[config.mk]
export PLATFORM = sky130hd
export DESIGN_NAME = fifo_rd_stream
export DESIGN_NICKNAME = d
export VERILOG_FILES = /design/src/rtl/fifo_rd_stream.sv
export SDC_FILE = /design/constraint.sdc
export NUM_CORES = 1
export LEC_CHECK = 0
export CORE_ASPECT_RATIO = 1.5
export CORE_MARGIN = 1.5
export CORE_UTILIZATION = 25
export DETAILED_ROUTE_END_ITERATION = 10
export GPL_ROUTABILITY_DRIVEN = 0
export PLACE_DENSITY_LB_ADDON = 0.2
export SLEW_MARGIN = 20
export SYNTH_ARGS = -nofsm -noshare
export SYNTH_HDL_FRONTEND = slang
export SYNTH_SLANG_ARGS = --single-unit
export TNS_END_PERCENT = 1
[constraint.sdc]
create_clock -name rd_clk -period 2.5 [get_ports rd_clk]
set_input_delay 0.625 -clock rd_clk [delete_from_list [all_inputs] [get_ports rd_clk]]
set_output_delay 0.625 -clock rd_clk [all_outputs]
set_load 0.01 [all_outputs]
[src/rtl/fifo_rd_stream.sv]
// Read-side adapter: issues FIFO reads and turns the one-cycle-latency read data
// into a valid/ready stream through a 3-entry skid buffer.
module fifo_rd_stream #(
    parameter int unsigned WIDTH = 8,
    parameter int unsigned CNT_W = 16
) (
    input  logic             rd_clk,
    input  logic             rst_n,
    input  logic             en,
    input  logic             fifo_empty,
    input  logic [WIDTH-1:0] fifo_dout,
    output logic             fifo_rd_en,
    output logic             m_valid,
    output logic [WIDTH-1:0] m_data,
    input  logic             m_ready,
    output logic [1:0]       buf_level,
    output logic [CNT_W-1:0] xfer_count
);
    localparam int unsigned DEPTH = 3;

    logic [WIDTH-1:0] mem [DEPTH];
    logic [1:0]       head;
    logic [1:0]       tail;
    logic [1:0]       occ;
    logic             infl;
    logic [CNT_W-1:0] xfer_q;

    logic [1:0]       head_nxt;
    logic [1:0]       tail_nxt;
    logic [1:0]       occ_nxt;
    logic [2:0]       committed;
    logic             push;
    logic             pop;

    // Read issue, buffer bookkeeping and next-state pointers
    always_comb begin
        committed  = 3'(occ) + 3'(infl);
        fifo_rd_en = en & ~fifo_empty & (committed < 3'(DEPTH)) & rst_n;
        push       = infl;
        pop        = (occ != 2'd0) & m_ready;
        head_nxt   = head;
        tail_nxt   = tail;
        occ_nxt    = occ;
        if (pop) begin
            head_nxt = (head == 2'(DEPTH - 1)) ? 2'd0 : head + 2'd1;
        end
        if (push) begin
            tail_nxt = (tail == 2'(DEPTH - 1)) ? 2'd0 : tail + 2'd1;
        end
        case ({push, pop})
            2'b10:   occ_nxt = occ + 2'd1;
            2'b01:   occ_nxt = occ - 2'd1;
            default: occ_nxt = occ;
        endcase
    end

    // Head entry drives the stream; explicit mux keeps index within the 3 entries
    always_comb begin
        case (head)
            2'd1:    m_data = mem[1];
            2'd2:    m_data = mem[2];
            default: m_data = mem[0];
        endcase
    end

    assign m_valid    = (occ != 2'd0);
    assign buf_level  = occ;
    assign xfer_count = xfer_q;

    always_ff @(posedge rd_clk or negedge rst_n) begin
        if (!rst_n) begin
            head   <= 2'd0;
            tail   <= 2'd0;
            occ    <= 2'd0;
            infl   <= 1'b0;
            xfer_q <= '0;
            for (int i = 0; i < int'(DEPTH); i++) begin
                mem[i] <= '0;
            end
        end else begin
            head <= head_nxt;
            tail <= tail_nxt;
            occ  <= occ_nxt;
            infl <= fifo_rd_en;
            if (pop) begin
                xfer_q <= xfer_q + CNT_W'(1);
            end
            for (int i = 0; i < int'(DEPTH); i++) begin
                if (push && (tail == 2'(i))) begin
                    mem[i] <= fifo_dout;
                end
            end
        end
    end
endmodule
==> metrics.md <==
| Metric | Value |
|---|---|
| Met3 usage | ~2.8% |
| Worst-Margin Slew | around 0.62 ns |
| Total CTS buffers | 5 |
| Die footprint | 9120 µm² |
| Fin. Hold Viols | 0 |
| Area Growth Syn to Fin | 37.0% |
| DRC | 0 |
| Fin Setup TNS | 0 ns |
| Lkg Pwr | ~1.3 nW |
| Synthesized net count | 192 |
| Setup CP Type | register to output port |
| Placement Cell Area | ~2700 µm² |
| Final worst-path cycle share | 94.4% |
| CTS tree | built |
| GR peak layer | met2 |
| R2R Setup Slk | between 0.8 and 0.9 ns |
| Cells after synthesis | about 170 |
| Vias | 1456 |
| Crit path capture type | output port |
| Port buffer count | 40 |
| Diode count | 0 |
| Yosys reg bits | 47 |
| Slew margin rel. | between 50% and 60% |
| Most frequent cells in the layout | dfrtp_1 (47), clkdlybuf4s50_1 (30), mux2_2 (16), xnor2_1 (14), buf_4 (13) |
| Initial DRC Count | 59 |
| Power density cells | 1250 nW/µm² |
| Storage element area | between 1000 and 1500 µm² |
| Clock net sink count | between 40 and 50 |
| Clock root cell | clkbuf_16 |
| Gr usage total | between 10% and 20% |
| Post-synthesis sequential area ratio | between 50% and 60% |
| Type of origin of the critical path | register |
| Io pins | between 40 and 50 |
| Hpwl dp | 3.27 mm |
| Initial Util | between 20% and 30% |
| Cell row count | 41 |
| Worst EP required | 1.88 ns |
| Final setup fails | 0 |
| NumNets Final | between 200 and 250 |
| Fin. max-slew vios | 0 |
| Layout cells sized above 1 | between 20 and 25% |
| Worst-Skew Late Latency | between 0.2 and 0.3 ns |
| CP Max Fanout | 9 |
| Commonest non-fill, non-tap cell in the layout | dfrtp_1 |
| Wirelength per Cell | roughly 14 µm |
| Clock Skew | 0.00620 ns |
| CTS H-tree lvls | 2 |
| Avg Inst Size Synth | between 10 and 15 µm² |
| Status | finished clean |
| Die Height | roughly 120 µm |
| Arrival time worst endpoint | approximately 1.7 ns |
| Number of global-route vias before repair | between 1000 and 1500 |
| Crit Reg-Reg Startpoint | buf_level[0] |
| Routed WL | between 4 and 5 mm |
| Largest net degree at the start of global routing | 48 |
| Maximum vdd drop | between 0.4 and 0.5 mV |
| Maximum clock insertion buffer count | 2 |
| RSZ-0062 raised after global routing | no |
| Min Tclk post-route | between 2 and 2.5 ns |
| GR Util met2 | approximately a fifth |
| Max Freq | about 0.42 GHz |
| Design Area, Final | slightly below 3000 µm² |
| Number of fill cells | ~840 |
| Met1 usage | a little over an eighth |
| Area of the multi-input gates | ~920 µm² |
| Synth unique cells | 28 |
| Clock slew at reported path FFs | roughly 0.07 ns |
| Mapped Area | around 2100 µm² |
| Core box area | approximately 8400 µm² |
| Synthesis Warnings | 0 |
| Via/cell ratio | 4.36 |
| CTS Hold Bufs | 0 |
| HP Class | primary input to asynchronous set/reset pin |
| DRT antenna net count | 0 |
| Antenna violations before repair | 0 |
| GRT overflow | 0 |
| First-pass GRT wire length | 7.67 mm |
| Die X | between 70 and 80 µm |
| MaxCap Viol Count | 0 |
| Pre-Repair DR Iteration Count | 4 |
| Critical Path Source | head[1] |
==> synthesized netlist by cell type <==
cell	number	area, µm²
a21o_1	1	7.51
a21oi_1	9	45.0
a22oi_1	8	60.1
and2_1	1	6.26
and3_1	2	12.5
and4_1	1	8.76
buf_6	1	11.3
clkbuf_1	4	15.0
dfrtp_1	47	1180
ha_1	8	100
inv_1	4	15.0
inv_2	2	7.51
mux2_2	16	180
mux2_4	8	120
nand2_1	9	33.8
nand3_1	4	20.0
nand4_1	6	37.5
nand4bb_1	1	11.3
nor2_1	12	45.0
nor3_4	1	16.3
o2111a_1	1	11.3
o21ai_0	3	15.0
o21ai_1	1	5.00
or2_1	1	6.26
or2_2	1	6.26
or3_1	1	6.26
xnor2_1	14	123
xor2_1	4	35.0
==> flip-flops by register name (all words and copies together) (netlist names) <==
name and flops:
tail 2, mem 24, xfer_count 16, buf_level 2, infl 1, head 2
==> metal layers <==
layer / vias up / wire length [µm]
li1: 706 / -
met1: 703 / 2050
met2: 41 / 2300
met3: 6 / 218
met4: 0 / 70
met5: - / 0
==> power by group <==
part           switching, mW  internal, mW  total, mW
logic                  0.672         0.856       1.53
registers              0.204          1.06       1.26
clock network          0.302         0.573      0.875
==> layout make-up <==
class                      count  area share (%)
timing repair buffer          53            16.6
tap                          107            4.57
inverter                       6           0.769
clock inverter                 3            2.31
multi-input combinational    113            31.3
clock buffer                   5            4.27
sequential                    47            40.2
==> kinds of logic (layout without fill, tap and decap cells) <==
kind of cell	count (synthesis)	count (layout)	synth area share (%)
adders and majority gates	8	8	4.68
DFF	47	47	55.0
xor gates and xnor gates	18	18	7.38
AOI/OAI and AO/OA	23	23	6.73
muxes	24	24	14.1
and+or+nand+nor	40	40	9.84
buffers and inverters	11	67	2.28
==> worst max-delay path, cell delays in order, from the launching register on <==
cell and delay [ns]:
dfrtp_1 0.38, inv_1 0.12, ha_1 0.28, buf_4 0.19
a21oi_1 0.19, dlygate4sd2_1 0.29
==> path summary, 6_finish.rpt <==
path | to | cells past startpoint
worst max-delay path | m_data[6] | 5
worst min-delay path | xfer_count[13] | 2
worst max register to register | buf_level[1] | 7
worst min register to register | xfer_count[15] | 1
max in group asynchronous | mem[3] | 2
min in group rd_clk | xfer_count[15] | 1
==> per-stage QoR <==
stage	hold WS (ns)	util (%)	power (mW)	std cells	setup WS [ns]
after CTS	0.482	35.0	3.73	334	-0.0496
after detailed placement	0.469	32.7	2.95	326	-0.0466
after global placement	0.476	32.7	2.93	326	-0.0245
after floorplan	0.329	-	2.10	171	0.427
after global routing	0.509	35.0	3.95	334	0.0398
final	0.465	35.0	3.67	334	0.141
==> repair_timing <==
item,in CTS,in global routing
pin swaps,0,0
buffers inserted,0,0
cloned,0,0
gates resized for setup,9,2
endpoints found under the setup margin,9,1
(Power assumes the default switching activity.)
